<file path="config.mk">
export PLATFORM = sky130hd
export DESIGN_NAME = ling_adder_pipe_flat
export DESIGN_NICKNAME = d
export VERILOG_FILES = /design/src/rtl/ling_adder_pipe_if.sv /design/src/rtl/ling_adder_pipe.sv /design/src/flat_wrapper.sv
export SDC_FILE = /design/constraint.sdc
export NUM_CORES = 1
export LEC_CHECK = 0
export ABC_AREA = 1
export BUFFER_PORTS_ARGS = -buffer_cell sky130_fd_sc_hd__buf_2
export CAP_MARGIN = 20
export CELL_PAD_IN_SITES_DETAIL_PLACEMENT = 1
export CELL_PAD_IN_SITES_GLOBAL_PLACEMENT = 2
export CORE_UTILIZATION = 33
export CTS_BUF_LIST = sky130_fd_sc_hd__clkbuf_8
export DETAILED_ROUTE_END_ITERATION = 10
export PLACE_DENSITY = 0.85
export SLEW_MARGIN = 40
export SYNTH_ARGS = -nofsm -noshare
export SYNTH_HDL_FRONTEND = slang
export SYNTH_SLANG_ARGS = --single-unit
</file>
<file path="constraint.sdc">
create_clock -name clk -period 1.6 [get_ports clk]
set_input_delay 0.08 -clock clk [delete_from_list [all_inputs] [get_ports clk]]
set_output_delay 0.08 -clock clk [all_outputs]
set_load 0.01 [all_outputs]
</file>
<file path="src/rtl/ling_adder_pipe_if.sv">
// Operand/result handshake bundle for the pipelined Ling adder/subtractor.
// slave is the adder side, master is the operand-issue / result-consumer side.
interface ling_adder_pipe_if #(
    parameter int WIDTH = 64
) ();
    logic             in_valid;
    logic             in_ready;
    logic [WIDTH-1:0] a;
    logic [WIDTH-1:0] b;
    logic             cin;
    logic             sub;
    logic             out_valid;
    logic             out_ready;
    logic [WIDTH-1:0] s;
    logic             cout;
    logic             ovf;
    logic             zero;

    modport slave (
        input  in_valid, a, b, cin, sub, out_ready,
        output in_ready, out_valid, s, cout, ovf, zero
    );

    modport master (
        output in_valid, a, b, cin, sub, out_ready,
        input  in_ready, out_valid, s, cout, ovf, zero
    );
endinterface

</file>
<file path="src/rtl/ling_adder_pipe.sv">
// Pipelined Ling adder/subtractor: each of STAGES slices resolves one WIDTH/STAGES-bit
// chunk; resolved sum bits and unresolved p/g/t travel with the beat.
module ling_adder_pipe #(
    parameter int WIDTH  = 64,
    parameter int STAGES = 4
) (
    input  logic              clk,
    input  logic              rst_n,
    ling_adder_pipe_if.slave  bus
);
    localparam int CW = WIDTH / STAGES;
    localparam int NG = CW / 4;

    // Ling pseudo-carries of one 4-bit group; c is the true carry into the group's bit 0.
    function automatic logic [3:0] ling_group(input logic [3:0] g, input logic [2:0] t, input logic c);
        logic [3:0] h;
        h[0] = g[0] | c;
        h[1] = g[1] | g[0] | (t[0] & c);
        h[2] = g[2] | g[1] | (t[1] & g[0]) | (t[1] & t[0] & c);
        h[3] = g[3] | g[2] | (t[2] & g[1]) | (t[2] & t[1] & g[0]) | (t[2] & t[1] & t[0] & c);
        return h;
    endfunction

    // One chunk: returns {carry_out, sum}.
    function automatic logic [CW:0] ling_chunk(input logic [CW-1:0] p, input logic [CW-1:0] g,
                                               input logic [CW-1:0] t, input logic ci);
        logic [CW-1:0] h;
        logic [CW-1:0] sum;
        logic          cg;
        h   = {CW{1'b0}};
        sum = {CW{1'b0}};
        cg  = ci;
        for (int q = 0; q < NG; q++) begin
            h[4*q +: 4] = ling_group(g[4*q +: 4], t[4*q +: 3], cg);
            cg          = t[4*q+3] & h[4*q+3];
        end
        sum[0] = p[0] ^ ci;
        for (int i = 1; i < CW; i++) begin
            sum[i] = p[i] ^ (t[i-1] & h[i-1]);
        end
        return {t[CW-1] & h[CW-1], sum};
    endfunction

    logic             advance_s;
    logic             out_valid_r;
    logic [WIDTH-1:0] s_r;
    logic             cout_r;
    logic             ovf_r;
    logic             zero_r;
    logic [WIDTH-1:0] b_e_s;
    logic [WIDTH-1:0] p_s;
    logic [WIDTH-1:0] g_s;
    logic [WIDTH-1:0] t_s;
    logic             last_v_s;
    logic [WIDTH-1:0] last_x_s;
    logic             last_co_s;
    logic             last_pmsb_s;

    // The whole pipe moves in lockstep; bubbles are kept, not squeezed out.
    assign advance_s     = ~out_valid_r | bus.out_ready;
    assign bus.in_ready  = advance_s;
    assign bus.out_valid = out_valid_r;
    assign bus.s         = s_r;
    assign bus.cout      = cout_r;
    assign bus.ovf       = ovf_r;
    assign bus.zero      = zero_r;

    // Front end: operand inversion for subtract, then bitwise p/g/t.
    always_comb begin
        b_e_s = bus.b;
        if (bus.sub) begin
            b_e_s = ~bus.b;
        end else begin
            b_e_s = bus.b;
        end
        p_s = bus.a ^ b_e_s;
        g_s = bus.a & b_e_s;
        t_s = bus.a | b_e_s;
    end

    for (genvar k = 0; k < STAGES; k++) begin : stg
        // x_r: bits below k*CW already hold sum, the rest still hold p.
        // g_r/t_r keep only the unresolved upper bits, chunk k at the bottom.
        localparam int UW = WIDTH - k * CW;

        logic             v_r;
        logic [WIDTH-1:0] x_r;
        logic [UW-1:0]    g_r;
        logic [UW-1:0]    t_r;
        logic             c_r;
        logic             v_in_s;
        logic [WIDTH-1:0] x_in_s;
        logic [UW-1:0]    g_in_s;
        logic [UW-1:0]    t_in_s;
        logic             c_in_s;
        logic [CW:0]      res_s;
        logic [CW-1:0]    sum_s;
        logic             co_s;
        logic [WIDTH-1:0] x_nxt_s;

        if (k == 0) begin : g_src
            assign v_in_s = bus.in_valid;
            assign x_in_s = p_s;
            assign g_in_s = g_s;
            assign t_in_s = t_s;
            assign c_in_s = bus.cin;
        end else begin : g_src
            assign v_in_s = stg[k-1].v_r;
            assign x_in_s = stg[k-1].x_nxt_s;
            assign g_in_s = stg[k-1].g_r[UW+CW-1:CW];
            assign t_in_s = stg[k-1].t_r[UW+CW-1:CW];
            assign c_in_s = stg[k-1].co_s;
        end

        assign res_s = ling_chunk(x_r[k*CW +: CW], g_r[CW-1:0], t_r[CW-1:0], c_r);
        assign sum_s = res_s[CW-1:0];
        assign co_s  = res_s[CW];

        // Splice the freshly resolved chunk over its p bits.
        always_comb begin
            x_nxt_s              = x_r;
            x_nxt_s[k*CW +: CW]  = sum_s;
        end

        // Slice register: loads only on a global advance.
        always_ff @(posedge clk) begin
            if (!rst_n) begin
                v_r <= 1'b0;
                x_r <= {WIDTH{1'b0}};
                g_r <= {UW{1'b0}};
                t_r <= {UW{1'b0}};
                c_r <= 1'b0;
            end else if (advance_s) begin
                v_r <= v_in_s;
                x_r <= x_in_s;
                g_r <= g_in_s;
                t_r <= t_in_s;
                c_r <= c_in_s;
            end
        end
    end

    assign last_v_s    = stg[STAGES-1].v_r;
    assign last_x_s    = stg[STAGES-1].x_nxt_s;
    assign last_co_s   = stg[STAGES-1].co_s;
    assign last_pmsb_s = stg[STAGES-1].x_r[WIDTH-1];

    // Result register; carry into the MSB is recovered as s_msb ^ p_msb.
    always_ff @(posedge clk) begin
        if (!rst_n) begin
            out_valid_r <= 1'b0;
            s_r         <= {WIDTH{1'b0}};
            cout_r      <= 1'b0;
            ovf_r       <= 1'b0;
            zero_r      <= 1'b0;
        end else if (advance_s) begin
            out_valid_r <= last_v_s;
            if (last_v_s) begin
                s_r    <= last_x_s;
                cout_r <= last_co_s;
                ovf_r  <= last_co_s ^ (last_x_s[WIDTH-1] ^ last_pmsb_s);
                zero_r <= ~|last_x_s;
            end
        end
    end
endmodule

</file>
<file path="src/flat_wrapper.sv">
// flat-port wrapper written by rule: the top's interface ports become plain ports
module ling_adder_pipe_flat 
#(
    parameter int WIDTH  = 64,
    parameter int STAGES = 4
)
  (clk, rst_n, bus_in_valid, bus_a, bus_b, bus_cin, bus_sub, bus_out_ready, bus_in_ready, bus_out_valid, bus_s, bus_cout, bus_ovf, bus_zero);
  ling_adder_pipe_if #(.WIDTH(WIDTH)) bus_i ();
  input  logic clk;
  input  logic rst_n;
  input wire logic [$bits(bus_i.in_valid)-1:0] bus_in_valid;
  input wire logic [$bits(bus_i.a)-1:0] bus_a;
  input wire logic [$bits(bus_i.b)-1:0] bus_b;
  input wire logic [$bits(bus_i.cin)-1:0] bus_cin;
  input wire logic [$bits(bus_i.sub)-1:0] bus_sub;
  input wire logic [$bits(bus_i.out_ready)-1:0] bus_out_ready;
  output wire logic [$bits(bus_i.in_ready)-1:0] bus_in_ready;
  output wire logic [$bits(bus_i.out_valid)-1:0] bus_out_valid;
  output wire logic [$bits(bus_i.s)-1:0] bus_s;
  output wire logic [$bits(bus_i.cout)-1:0] bus_cout;
  output wire logic [$bits(bus_i.ovf)-1:0] bus_ovf;
  output wire logic [$bits(bus_i.zero)-1:0] bus_zero;
  assign bus_i.in_valid = bus_in_valid;
  assign bus_i.a = bus_a;
  assign bus_i.b = bus_b;
  assign bus_i.cin = bus_cin;
  assign bus_i.sub = bus_sub;
  assign bus_i.out_ready = bus_out_ready;
  assign bus_in_ready = bus_i.in_ready;
  assign bus_out_valid = bus_i.out_valid;
  assign bus_s = bus_i.s;
  assign bus_cout = bus_i.cout;
  assign bus_ovf = bus_i.ovf;
  assign bus_zero = bus_i.zero;
  ling_adder_pipe #(.WIDTH(WIDTH), .STAGES(STAGES)) u_core (.clk(clk), .rst_n(rst_n), .bus(bus_i));
endmodule
</file>
# Word-level counts from Yosys, hierarchy flattened
# Index checks and enable logic that the tools add are counted.
[totals] register_bits=652 in_bits=134 output_inout_bits=69
[classes] mux=1 n_bitwise=440 n_reduce_logical=3
[ops] cell="$and A1 B1 Y1" n=208
[ops] cell="$or A1 B1 Y1" n=161
[ops] cell="$xor A1 B1 Y1" n=66
[ops] cell="$and A64 B64 Y64" n=1
[ops] cell="$mux W64" n=1
[ops] cell="$not A64 Y64" n=1
[ops] cell="$or A64 B64 Y64" n=1
[ops] cell="$reduce_or A64 Y1" n=1
[ops] cell="$xor A64 B64 Y64" n=1
[ops] cell="$reduce_and A2 Y1" n=1
[ops] cell="$logic_not A1 Y1" n=1
[ops] cell="$not A1 Y1" n=1

# Depth between registers and ports, before layout
# Gate-level depths: netlist (run 1).
[depth] depth_word=17 mapped_depth=16

# Least setup slack after synthesis (run 1)
# OpenSTA, ideal clock, no wires.
[synth_timing] kind="register to register" from="register u_core.stg[1].c_r" to="register u_core.stg[2].x_r[26]" setup_time_ns=0.109 arrival_ns=1.502 t_required_ns=1.491 setup_slack_ns=-0.010 stages_incl_launch_ff=14 n_path_buf=0 path_cell_list="dfxtp_1 -> nand2_1 -> nand2_2 -> nand3_2 -> a21boi_4 -> nand3_2 -> a21boi_0 -> nand2_1 -> nand2_1 -> o21ai_1 -> a21oi_1 -> o21ai_0 -> nand2_1 -> inv_1"
[synth_via] elab_chain_cells=10
[synth_lines] item="from (decl)" line="ling_adder_pipe.sv:90" text="logic c_r;"
[synth_lines] item="from (signal assigned)" line="ling_adder_pipe.sv:138" text="c_r <= c_in_s;"
[synth_lines] item="$and A1 B1 Y1" line="ling_adder_pipe.sv:20" text="h[3] = g[3] | g[2] | (t[2] & g[1]) | (t[2] & t[1] & g[0]) | (t[2] & t[1] & t[0] & c);"
[synth_lines] item="$or A1 B1 Y1" line="ling_adder_pipe.sv:20"
[synth_lines] item="$and A1 B1 Y1" line="ling_adder_pipe.sv:35" text="cg = t[4*q+3] & h[4*q+3];"
[synth_lines] item="$and A1 B1 Y1" line="ling_adder_pipe.sv:20"
[synth_lines] item="$or A1 B1 Y1" line="ling_adder_pipe.sv:20"
[synth_lines] item="$and A1 B1 Y1" line="ling_adder_pipe.sv:35"
[synth_lines] item="$and A1 B1 Y1" line="ling_adder_pipe.sv:18" text="h[1] = g[1] | g[0] | (t[0] & c);"
[synth_lines] item="$or A1 B1 Y1" line="ling_adder_pipe.sv:18"
[synth_lines] item="$and A1 B1 Y1" line="ling_adder_pipe.sv:39" text="sum[i] = p[i] ^ (t[i-1] & h[i-1]);"
[synth_lines] item="$xor A1 B1 Y1" line="ling_adder_pipe.sv:39"
[synth_lines] item="to (signal assigned)" line="ling_adder_pipe.sv:129" text="x_r <= {WIDTH{1'b0}};"
[synth_lines] item="to (signal assigned)" line="ling_adder_pipe.sv:135" text="x_r <= x_in_s;"
[synth_lines] item="to (decl)" line="ling_adder_pipe.sv:87" text="logic [WIDTH-1:0] x_r;"
# Every way passes these cells.
# A chain may end at the register's enable or synchronous reset.

# Worst setup path in the final report (run 1)
[layout_timing] from="register u_core.stg[3].x_r[4]" to="register u_core.zero_r, in the netlist u_core.bus.zero"
[layout_via] elab_chain_cells=2
[layout_lines] item="from (decl)" line="ling_adder_pipe.sv:87"
[layout_lines] item="from (signal assigned)" line="ling_adder_pipe.sv:129"
[layout_lines] item="from (signal assigned)" line="ling_adder_pipe.sv:135"
[layout_lines] item="$reduce_or A64 Y1" line="ling_adder_pipe.sv:162" text="zero_r <= ~|last_x_s;"
[layout_lines] item="$logic_not A1 Y1" line="ling_adder_pipe.sv:162"
[layout_lines] item="to (signal assigned)" line="ling_adder_pipe.sv:162"
[layout_lines] item="to (decl)" line="ling_adder_pipe.sv:49" text="logic zero_r;"
# Every way passes these cells.

==> results of run 1 <==
## flip-flops by register name, summed over array words and instances (netlist names)
register              flops
u_core.stg.x_r          256
u_core.bus.ovf            1
u_core.bus.s             64
u_core.stg.v_r            3
u_core.bus.cout           1
u_core.stg.c_r            4
u_core.bus.out_valid      1
u_core.stg.t_r          160
u_core.last_v_s           1
u_core.bus.zero           1
u_core.stg.g_r          160
## through the flow
stage,setup TNS (ns),utilization
after global placement,-2.18,0.379
after global routing,-7.82,0.451
after floorplan,0,-
after detailed placement,-4.85,0.379
after CTS,-2.50,0.441
final,-2.88,0.451
## tightest hold or removal path: stages
cell and delay [ns]:
sky130_fd_sc_hd__buf_4 0.15, sky130_fd_sc_hd__xnor2_1 0.16, sky130_fd_sc_hd__ha_1 0.13, sky130_fd_sc_hd__nor2_1 0.04, sky130_fd_sc_hd__nor2_1 0.08
## worst max-delay path by stage
stage                                        from                            endpoint  slack [ns]
6_report        u_core.stg[3].x_r[4]$_SDFFE_PN0N_        u_core.bus.zero$_SDFFE_PN0P_       -0.21
5_1_grt        u_core.stg[3].x_r[24]$_SDFFE_PN0N_        u_core.bus.zero$_SDFFE_PN0P_       -0.47
4_1_cts         u_core.bus.out_valid$_SDFFE_PN0N_                        bus_in_ready       -0.21
3_5_place_dp   u_core.stg[3].x_r[26]$_SDFFE_PN0N_        u_core.bus.zero$_SDFFE_PN0P_       -0.25
3_3_place_gp   u_core.stg[3].x_r[24]$_SDFFE_PN0N_        u_core.bus.zero$_SDFFE_PN0P_       -0.22
2_1_floorplan   u_core.stg[1].t_r[2]$_SDFFE_PN0N_  u_core.stg[2].x_r[26]$_SDFFE_PN0N_       0.008
## synth_stat cells (13+ instances only)
cell / count
sky130_fd_sc_hd__a21oi_1: 165
sky130_fd_sc_hd__clkbuf_1: 210
sky130_fd_sc_hd__dfxtp_1: 652
sky130_fd_sc_hd__ha_1: 128
sky130_fd_sc_hd__inv_1: 257
sky130_fd_sc_hd__nand2_1: 166
sky130_fd_sc_hd__nand2_2: 13
sky130_fd_sc_hd__nand3_1: 48
sky130_fd_sc_hd__nor2_1: 987
sky130_fd_sc_hd__o21ai_0: 665
sky130_fd_sc_hd__xnor2_1: 74
sky130_fd_sc_hd__xor2_1: 18
## layout make-up
| cell class | instances | area (µm²) | share of cell area |
|---|---|---|---|
| antenna | 2 | 5.00 | 0.000138 |
| clock buffer | 149 | 2050 | 0.0566 |
| clock inverter | 58 | 438 | 0.0121 |
| inverter | 258 | 995 | 0.0275 |
| multi-input combinational | 2352 | 12500 | 0.345 |
| sequential | 652 | 13100 | 0.361 |
| tap | 1060 | 1330 | 0.0366 |
| timing repair buffer | 655 | 5830 | 0.161 |
## cells by family after synthesis
group	after synthesis	share of synthesized area
AND/OR/NAND/NOR	1243	0.181
AO/OA/AOI/OAI	889	0.173
flip-flops	652	0.488
buffers and inverters	479	0.0676
adder cells (fa/ha/maj)	128	0.0599
XOR/XNOR	92	0.0301
## per-layer routing
metal | GRT usage | wire length [µm] | up-vias
met1 | 0.243 | 36900 | 11800
li1 | - | - | 12400
met2 | 0.313 | 37100 | 323
met4 | 0.0596 | 1750 | 0
met3 | 0.0269 | 2440 | 122
met5 | 0 | 0 | -
## power by group
group	internal, mW	switching [mW]
logic	2.09	2.29
clock network	9.42	6.98
registers	17.3	0.650
total	28.8	9.92
## cell usage in the layout (no fill, tap or decap), types with 4 or more instances in the layout
cell type / n
sky130_fd_sc_hd__o21ai_4: 4
sky130_fd_sc_hd__nand2_2: 50
sky130_fd_sc_hd__o211ai_1: 6
sky130_fd_sc_hd__o221ai_1: 6
sky130_fd_sc_hd__clkbuf_8: 149
sky130_fd_sc_hd__dfxtp_1: 628
sky130_fd_sc_hd__nand3_2: 17
sky130_fd_sc_hd__dfxtp_2: 23
sky130_fd_sc_hd__ha_1: 128
sky130_fd_sc_hd__inv_1: 282
sky130_fd_sc_hd__nor2_2: 19
sky130_fd_sc_hd__xor2_1: 18
sky130_fd_sc_hd__xnor2_1: 74
sky130_fd_sc_hd__nor3_1: 5
sky130_fd_sc_hd__o21bai_1: 10
sky130_fd_sc_hd__nand3b_1: 10
sky130_fd_sc_hd__o21ai_0: 631
sky130_fd_sc_hd__bufinv_16: 7
sky130_fd_sc_hd__nand2_4: 13
sky130_fd_sc_hd__dlygate4sd3_1: 197
sky130_fd_sc_hd__buf_2: 199
sky130_fd_sc_hd__nand4_1: 6
sky130_fd_sc_hd__clkbuf_16: 6
sky130_fd_sc_hd__nand3_1: 29
sky130_fd_sc_hd__clkinv_2: 10
sky130_fd_sc_hd__buf_4: 184
sky130_fd_sc_hd__a21oi_2: 8
sky130_fd_sc_hd__inv_2: 11
sky130_fd_sc_hd__o21ai_1: 22
sky130_fd_sc_hd__buf_6: 16
sky130_fd_sc_hd__buf_12: 41
sky130_fd_sc_hd__buf_16: 9
sky130_fd_sc_hd__a21oi_1: 156
sky130_fd_sc_hd__nand3_4: 7
sky130_fd_sc_hd__o21ai_2: 18
sky130_fd_sc_hd__nor2_1: 968
sky130_fd_sc_hd__o221ai_2: 4
sky130_fd_sc_hd__nand2_1: 114
sky130_fd_sc_hd__a31oi_1: 7
## what timing repair did
item,4_1_cts,5_1_grt
gates cloned,3,6
gates resized for setup,96,167
endpoints found under the hold margin,397,82
hold buffers,199,2
setup buffers,13,24
pin swaps,31,72
setup endpoints to repair,47,184
==> flow_summary.toml, run 1 <==
[grt]
via_count_of_the_first_global_routing_pass = 25300
grtUsageTotal = 0.186
grt_start_max_net_pins = 128
antenna_violations_before_repair = 2
grt_first_pass_wirelength_mm = 126
grt.overflow.total = 0

[clocking]
ctsHtreeMaxLevel = 3
tritoncts_num_sinks = 652
clk_pin_slew_ns = 0.07
ctsRootBufferMaster = "sky130_fd_sc_hd__clkbuf_8"
clk-insertion-delay-late_ns = 0.73
numCtsBuffers = 114
clockBufferDepth = 3
cts_tree = "yes"

[routing]
wl_per_cell_um = 15.1
drt_drc_violations_left = 0
final_wirelength_mm = 78.1
detail_route.vias_per_cell = 4.74
vias = 24600
ant_nets = 0
drt_pass1_iterations = 7
drt_iter0_drc = 960

[critical_path]
worstPathMaxFanout = 2
critPathKind = "flop to flop"
critical_path.max_stage_delay_ns = 0.31
timing.critical_path.buf_inv = 1
r2r_start = "u_core.stg[3].x_r[4]$_SDFFE_PN0N_"
path_delay_family = "simple AND/OR/NAND/NOR gates"
critPathArrivalTime_ns = 2.46
critical_path.cell_chain = "nor2_1, nand2_1, nor2_2, nand2_1, nor2_2, buf_4, nand3_1, nor2_1, nand4_1, nor2_2, nand3_1, nor2_1, nand3_1, a21oi_1"
critical_path.slowest_cell = "sky130_fd_sc_hd__dfxtp_1"
timing.reg2reg.worst_path_depth = 14
nature_of_the_critical_path_startpoint = "flop"
reg2reg_setup_slack_ns = -0.21
timing.critical_path.to_type = "flop"
worstSetupPathDepth = 14
worst_r2r_endpoint = "u_core.bus.zero$_SDFFE_PN0P_"
critical_path_required_ns = 2.26

[sta]
worst_slew_pin_slew_ns = 0.909
rsz0062_at_grt = "yes"
maxSlewHeadroom = 0.378
finalWorstSetupSlack_ns = -0.206
timing_hold_violations_final = 3
fmax_ghz = 0.554
setup_viol = 31
finalWorstPathRequiredPeriod_ns = 1.81
final_hold_slack_ns = -0.0513
finClkSkew_ns = 0.0337
finalMaxSlewViolations = 0
min_period_over_period = 1.13

[placement]
post-place-ws_ns = -0.250
sum_of_net_half_perimeters_after_detailed_placement_mm = 48.7
place.gp.congestion = 0.786
portBuffers = 202
placedInstanceArea_mm2 = 0.0305
numPlacedInstances = 4738

[floorplanning]
die_area_mm2 = 0.0822
fp.dieH_um = 287
initial_core_util = 0.333
fp.coreArea_mm2 = 0.0804
placement_rows = 104
dieWidth_um = 287
boundary_pins = 203

[job]
maxCapViolations = 0

[yosys]
yosys.cell_types.count = 33
ys_async_sr_fraction = 0
area_share_of_the_largest_cell_type_after_synthesis = 0.488
postSynthCellCount = 3483
synthTopCellsByArea = "sky130_fd_sc_hd__dfxtp_1 (49%), sky130_fd_sc_hd__nor2_1 (14%), sky130_fd_sc_hd__o21ai_0 (12%), sky130_fd_sc_hd__ha_1 (6.0%), sky130_fd_sc_hd__inv_1 (3.6%)"
number_of_synthesized_register_bits = 652
netlist_area_mm2 = 0.0268
synthesis.area_per_instance_um2 = 7.68
synthDominantAreaCellType = "sky130_fd_sc_hd__dfxtp_1"
synth_enable_flop_cells = 0
yosys_warnings = 0
synthFlopType = "sky130_fd_sc_hd__dfxtp_1"
sequential_to_total_area_share_from_yosys_stat = 0.488
synth.net_count = 3745

[power]
total_power_mw = 38.7
max_rail_drop_vdd_uv = 540
powerDensity_mw_per_mm2 = 1070
power.leakage_nw = 16.4

[worst_hold_path]
hold-path-cell-count = 5
hold_path.class = "primary input to flop"
hold_end = "u_core.stg[0].x_r[26]$_SDFFE_PN0N_"
holdCritStartpoint = "bus_sub"

[cells_and_area]
final_cell_count_no_fill = 5186
final_layout_size_suffix_gt1_frac = 0.198
finish.instance_area_mm2 = 0.0362
synthToLayoutAreaGrowth_pct = 35.4
n_fill_cell = 9727
nNetsFinal = 4295

[outcome]
outcome = "finished with violations"
failed_checks = "hold timing, setup timing"
(Power assumes the default switching activity.)
==> run 2: changes to the inputs <==
ABC_AREA = 0   (was 1)
CORE_UTILIZATION = 34   (was 33)
PLACE_DENSITY = 0.86   (was 0.85)
==> flow_summary.toml, run 2 <==
[critical_path]
reg2reg_setup_slack_ns = -0.58
critPathArrivalTime_ns = 2.82
critical_path_required_ns = 2.24
critical_path.startpoint = "u_core.stg[3].c_r$_SDFFE_PN0N_"
timing.reg2reg.worst_path_depth = 8
critical_path.max_stage_delay_ns = 0.58
critical_path.cell_chain = "a211oi_4, or4_4, a31oi_4, o211a_1, o31ai_2, xor2_1, nand3_1, o31ai_2"
critical_path.slowest_cell = "sky130_fd_sc_hd__or4_4"
critPathMostFrequentCell = "sky130_fd_sc_hd__o31ai_2"
timing.critical_path.to_type = "flop"
worstPathMaxFanout = 4
critPathKind = "flop to flop"
r2r_start = "u_core.stg[3].c_r$_SDFFE_PN0N_"
worst_r2r_endpoint = "u_core.bus.zero$_SDFFE_PN0P_"
nature_of_the_critical_path_startpoint = "flop"

[cells_and_area]
finish.instance_area_mm2 = 0.0373
largest_register_ffs = 256
largest_registers = "u_core.stg.x_r (256), u_core.stg.g_r (160), u_core.stg.t_r (160)"
n_fill_cell = 8904
most_used_cells_in_the_layout_excluding_fill_and_tap_cells = "sky130_fd_sc_hd__nand2_1 (1001), sky130_fd_sc_hd__dfxtp_1 (641), sky130_fd_sc_hd__a21oi_1 (519), sky130_fd_sc_hd__buf_2 (200), sky130_fd_sc_hd__dlygate4sd3_1 (196)"
final_layout_size_suffix_gt1_frac = 0.228
final_common_cell = "sky130_fd_sc_hd__nand2_1"
nNetsFinal = 4143
synthToLayoutAreaGrowth_pct = 40.9
regMostFlops = "u_core.stg.x_r"

[yosys]
synth.net_count = 3563
yosysMostFrequentCell = "sky130_fd_sc_hd__nand2_1"
yosys.cell_types.count = 50
synthDominantAreaCellType = "sky130_fd_sc_hd__dfxtp_1"
synthFlopType = "sky130_fd_sc_hd__dfxtp_1"
synthesis.area_per_instance_um2 = 8.01
ys_async_sr_fraction = 0
synthTopCellsByArea = "sky130_fd_sc_hd__dfxtp_1 (49%), sky130_fd_sc_hd__nand2_1 (15%), sky130_fd_sc_hd__a21oi_1 (10%), sky130_fd_sc_hd__ha_1 (6.1%), sky130_fd_sc_hd__xor2_1 (3.5%)"
netlist_area_mm2 = 0.0264
number_of_synthesized_register_bits = 652
area_share_of_the_largest_cell_type_after_synthesis = 0.494
synth_enable_flop_cells = 0
postSynthCellCount = 3301
synth.top_cells.by_count = "sky130_fd_sc_hd__nand2_1 (1056), sky130_fd_sc_hd__dfxtp_1 (652), sky130_fd_sc_hd__a21oi_1 (544), sky130_fd_sc_hd__clkbuf_1 (205), sky130_fd_sc_hd__inv_1 (136)"
yosys_warnings = 0
sequential_to_total_area_share_from_yosys_stat = 0.494

[routing]
drt_pass1_iterations = 5
met3_length_mm = 3.61
drt_drc_violations_left = 0
detail_route.vias_per_cell = 5.00
drt_iter0_drc = 1244
wl_met2_mm = 46.4
met1Wirelength_mm = 41.1
vias = 24900
top_signal_layer_used = "met4"
final_wirelength_mm = 93.9
wl_per_cell_um = 18.8
ant_nets = 0

[grt]
grt_first_pass_wirelength_mm = 131
grt_start_max_net_pins = 79
via_count_of_the_first_global_routing_pass = 25100
antenna_violations_before_repair = 5
grtUsageTotal = 0.207
grt.overflow.total = 0

[power]
max_rail_drop_vdd_uv = 537
powerDensity_mw_per_mm2 = 993
total_power_mw = 37.0
power.leakage_nw = 15.7

[floorplanning]
boundary_pins = 203
fp.coreArea_mm2 = 0.0765
dieWidth_um = 281
placement_rows = 101
initial_core_util = 0.346
die_area_mm2 = 0.0789
fp.dieH_um = 281

[outcome]
outcome = "finished with violations"
failed_checks = "setup timing"

[clocking]
cts_tree = "yes"
ctsHtreeMaxLevel = 3
clk_pin_slew_ns = 0.06
ctsRootBufferMaster = "sky130_fd_sc_hd__clkbuf_8"
clockBufferDepth = 3
clk-insertion-delay-late_ns = 0.75
numCtsBuffers = 113
tritoncts_num_sinks = 652

[worst_hold_path]
hold_end = "u_core.stg[0].g_r[22]$_SDFFE_PN0N_"
hold_path.class = "primary input to flop"
hold-path-cell-count = 6
holdCritStartpoint = "bus_sub"

[sta]
finalWorstSetupSlack_ns = -0.583
timing_hold_violations_final = 0
maxSlewHeadroom = 0.719
finClkSkew_ns = 0.0562
rsz0062_at_grt = "yes"
worst_slew_pin_slew_ns = 0.417
setup_viol = 175
finalWorstPathRequiredPeriod_ns = 2.18
min_period_over_period = 1.36
finalMaxSlewViolations = 0
fmax_ghz = 0.458

[placement]
place.gp.congestion = 0.763
placedInstanceArea_mm2 = 0.0298
portBuffers = 202
sum_of_net_half_perimeters_after_detailed_placement_mm = 47.7

[job]
maxCapViolations = 0
run 2: changes by cell type in the layout (fill, tap and decap cells not counted), sizes merged, moves of 16 or more:
cell    delta
nand2    +877
nor2     -854
o21ai    -624
a21oi    +383
inv      -124
a211oi   +111
xor2      +87
xnor2     -54
nand3     -40
clkbuf    +17
nor4      +16
run 2: final cells by class:
type | instances | area [µm²] | area share
clock buffers | 142 | 1950 | 0.0525
diodes | 3 | 7.51 | 0.000201
flip-flops and latches | 652 | 13100 | 0.351
clock inverters | 52 | 320 | 0.00860
multi-input cells | 2289 | 13300 | 0.356
inverters | 138 | 533 | 0.0143
well taps | 1030 | 1290 | 0.0346
repair buffers | 687 | 6820 | 0.183
run 2: stage by stage:
stage          utilization  cells  TNS, ns  hold slack [ns]  setup WS [ns]
3_3_place_gp         0.390   4515   -96.80            0.409         -0.840
2_1_floorplan            -   3301    -7.76            0.218         -0.403
5_1_grt              0.487   4992   -32.70            0.163         -0.698
4_1_cts              0.460   4928   -17.41           0.0973         -0.564
6_report             0.487   4993   -20.63            0.133         -0.583
3_5_place_dp         0.390   4515   -98.68            0.411         -0.802
run 2: power breakdown:
part	switching, mW	leakage [nW]	total [mW]	internal, mW
Combinational	1.91	9.10	3.71	1.80
Sequential	0.618	5.35	17.7	17.1
Clock	7.16	1.29	15.6	8.41
Total	9.68	15.7	37.0	27.3
run 2: logic make-up (layout without fill, tap and decap cells):
logic type,count (synthesis),count (layout),share of synthesized area
simple gates,1266,1266,0.187
fa+ha+maj,128,128,0.0606
mux,1,1,0.000379
compound gates,769,769,0.166
xor+xnor,125,125,0.0414
buf+inv,360,1019,0.0511
other cells,0,3,0
flops,652,652,0.494
run 2: per-layer routing:
layer | GRT usage | vias up
li1 | - | 12000
met1 | 0.259 | 12300
met2 | 0.361 | 525
met3 | 0.0289 | 194
met4 | 0.0688 | 0
met5 | 0 | -
run 2: how the worst max path moves through the flow:
stage | slack, ns | endpoint
final | -0.58 | u_core.bus.zero$_SDFFE_PN0P_
after CTS | -0.56 | u_core.bus.zero$_SDFFE_PN0P_
after global placement | -0.84 | u_core.bus.zero$_SDFFE_PN0P_
after global routing | -0.70 | u_core.bus.zero$_SDFFE_PN0P_
after floorplan | -0.40 | u_core.bus.zero$_SDFFE_PN0P_
after detailed placement | -0.80 | u_core.bus.zero$_SDFFE_PN0P_
run 2: worst max-delay path: cells and delay by family (launching register included):
kind / cells / cell delay [ns]
xor gates and xnor gates: 1 / 0.19
and+or+nand+nor: 2 / 0.71
AOI/OAI and AO/OA: 5 / 0.83
DFF: 1 / 0.36
run 2: timing repair:
item / CTS / global route
endpoints found under the setup margin: 534 / 245
gates resized for setup: 112 / 259
setup buffers: 12 / 23
pin swaps: 58 / 87
hold buffers: 196 / 0
hold endpoints to repair: 237 / 0
cloned: 18 / 47
==> run 3: changes to the inputs <==
SKIP_LAST_GASP = 1   (was unset)
==> flow_summary.toml, run 3 (synthesized netlist as in run 2, its figures left out) <==
[grt]
grt_util_met2 = 0.360
grt_most_used_layer = "met2"
grt_first_pass_wirelength_mm = 131
grt_start_max_net_pins = 79
grt.overflow.total = 0
grt.met1_usage = 0.259
antenna_violations_before_repair = 5
grtUsageTotal = 0.206
via_count_of_the_first_global_routing_pass = 25000
global_route.usage.met3 = 0.0286

[cells_and_area]
final_common_cell = "sky130_fd_sc_hd__nand2_1"
final_layout_size_suffix_gt1_frac = 0.216
n_fill_cell = 8939
largest_register_ffs = 256
finish.instance_area_mm2 = 0.0370
nNetsFinal = 4142
final_cell_count_no_fill = 4995
regMostFlops = "u_core.stg.x_r"
most_used_cells_in_the_layout_excluding_fill_and_tap_cells = "sky130_fd_sc_hd__nand2_1 (1021), sky130_fd_sc_hd__dfxtp_1 (641), sky130_fd_sc_hd__a21oi_1 (535), sky130_fd_sc_hd__buf_2 (200), sky130_fd_sc_hd__dlygate4sd3_1 (196)"
largest_registers = "u_core.stg.x_r (256), u_core.stg.g_r (160), u_core.stg.t_r (160)"
synthToLayoutAreaGrowth_pct = 39.8

[placement]
sum_of_net_half_perimeters_after_detailed_placement_mm = 47.7
portBuffers = 202
post-place-ws_ns = -0.802
numPlacedInstances = 4515
place.gp.congestion = 0.763
placedInstanceArea_mm2 = 0.0298

[floorplanning]
die_area_mm2 = 0.0789
dieWidth_um = 281
placement_rows = 101
initial_core_util = 0.346
fp.coreArea_mm2 = 0.0765
boundary_pins = 203
fp.dieH_um = 281

[sta]
timing_hold_violations_final = 0
maxSlewHeadroom = 0.717
setup_viol = 124
finalWorstSetupSlack_ns = -0.567
tns_ns = -18.70
finalWorstPathRequiredPeriod_ns = 2.17
finClkSkew_ns = 0.0557
finalMaxSlewViolations = 0
rsz0062_at_grt = "yes"
fmax_ghz = 0.461
min_period_over_period = 1.35
worst_slew_pin_slew_ns = 0.419

[critical_path]
critical_path.cell_chain = "a211o_1, a31o_4, a22o_4, a21oi_4, buf_4, nor2b_2, o31ai_2, xor2_1, a211oi_2"
critical_path.max_stage_delay_ns = 0.32
timing.critical_path.buf_inv = 1
worst_r2r_endpoint = "u_core.stg[3].x_r[43]$_SDFFE_PN0N_"
reg2reg_setup_slack_ns = -0.57
timing.critical_path.to_type = "flop"
nature_of_the_critical_path_startpoint = "flop"
r2r_start = "u_core.stg[2].t_r[2]$_SDFFE_PN0N_"
critPathArrivalTime_ns = 2.75
critical_path_required_ns = 2.18
critPathKind = "flop to flop"
critical_path.slowest_cell = "sky130_fd_sc_hd__dfxtp_2"
worstPathMaxFanout = 3
critical_path.startpoint = "u_core.stg[2].t_r[2]$_SDFFE_PN0N_"
timing.reg2reg.worst_path_depth = 9
path_delay_family = "compound AO/OA/AOI/OAI gates"

[power]
powerDensity_mw_per_mm2 = 997
power.leakage_nw = 15.7
max_rail_drop_vdd_uv = 538

[outcome]
outcome = "finished with violations"
failed_checks = "setup timing"

[routing]
drt_drc_violations_left = 0
vias = 24900
drt_pass1_iterations = 5
detail_route.vias_per_cell = 4.99
ant_nets = 0
final_wirelength_mm = 93.3
drt_iter0_drc = 1327
wl_per_cell_um = 18.7

[clocking]
tritoncts_num_sinks = 652
cts_tree = "yes"
numCtsBuffers = 113
clockBufferDepth = 3
clk-insertion-delay-late_ns = 0.75
clk_pin_slew_ns = 0.07
ctsRootBufferMaster = "sky130_fd_sc_hd__clkbuf_8"
ctsHtreeMaxLevel = 3

[job]
maxCapViolations = 0

[worst_hold_path]
holdCritStartpoint = "bus_sub"
hold-path-cell-count = 6
hold_path.class = "primary input to flop"
hold_end = "u_core.stg[0].g_r[22]$_SDFFE_PN0N_"
-- run 3: changes by cell type in the layout (fill, tap and decap cells not counted), sizes merged --
| cell | change |
|---|---|
| diode | +3 |
| buf | +1 |
| bufbuf | -1 |
| clkbuf | -1 |
-- run 3: repair_timing --
item	4_1_cts	5_1_grt
hold endpoints to repair	237	0
hold buffers	196	0
pin swaps	58	67
setup endpoints to repair	534	295
gates resized for setup	100	200
buffers inserted	12	22
gates cloned	18	46
-- run 3: worst reg2reg max path: stages, from the launching register on --
cell and delay (ns):
sky130_fd_sc_hd__dfxtp_2 0.32, sky130_fd_sc_hd__a211o_1 0.30, sky130_fd_sc_hd__a31o_4 0.23, sky130_fd_sc_hd__a22o_4 0.26, sky130_fd_sc_hd__a21oi_4 0.19, sky130_fd_sc_hd__buf_4 0.15
sky130_fd_sc_hd__nor2b_2 0.03, sky130_fd_sc_hd__o31ai_2 0.22, sky130_fd_sc_hd__xor2_1 0.22, sky130_fd_sc_hd__a211oi_2 0.09
-- run 3: layout make-up --
type                            instances  area (µm²)  share of cell area
Timing Repair Buffer                  686        6780               0.183
Clock inverter                         52         320             0.00866
Tap cell                             1030        1290              0.0349
Clock buffer                          142        1950              0.0529
Antenna cell                            6        15.0            0.000406
Multi-Input combinational cell       2289       13000               0.352
Inverter                              138         533              0.0144
Sequential cell                       652       13100               0.353
-- run 3: layer usage --
metal,vias up,wire [µm]
li1,12000,-
met1,12300,41200
met2,494,46100
met3,169,3590
met4,0,2390
met5,-,0
-- run 3: per-stage QoR --
stage               hold slack, ns   util  power (mW)
detailed placement           0.411  0.390        20.8
global route                 0.164  0.484        38.5
floorplan                    0.218      -        19.6
global placement             0.409  0.390        20.8
CTS                         0.0973  0.459        36.8
finish                       0.122  0.484        36.9
-- run 3: worst max path at each step --
stage,end,depth (start not counted)
after global routing,u_core.bus.zero$_SDFFE_PN0P_,9
final,u_core.stg[3].x_r[43]$_SDFFE_PN0N_,9
after detailed placement,u_core.bus.zero$_SDFFE_PN0P_,9
after global placement,u_core.bus.zero$_SDFFE_PN0P_,9
after floorplan,u_core.bus.zero$_SDFFE_PN0P_,8
after CTS,u_core.bus.zero$_SDFFE_PN0P_,8
-- run 3: power by group --
group	switching [mW]	internal, mW
Combinational	1.88	1.78
Clock	7.11	8.41
Sequential	0.596	17.1
Total	9.59	27.3
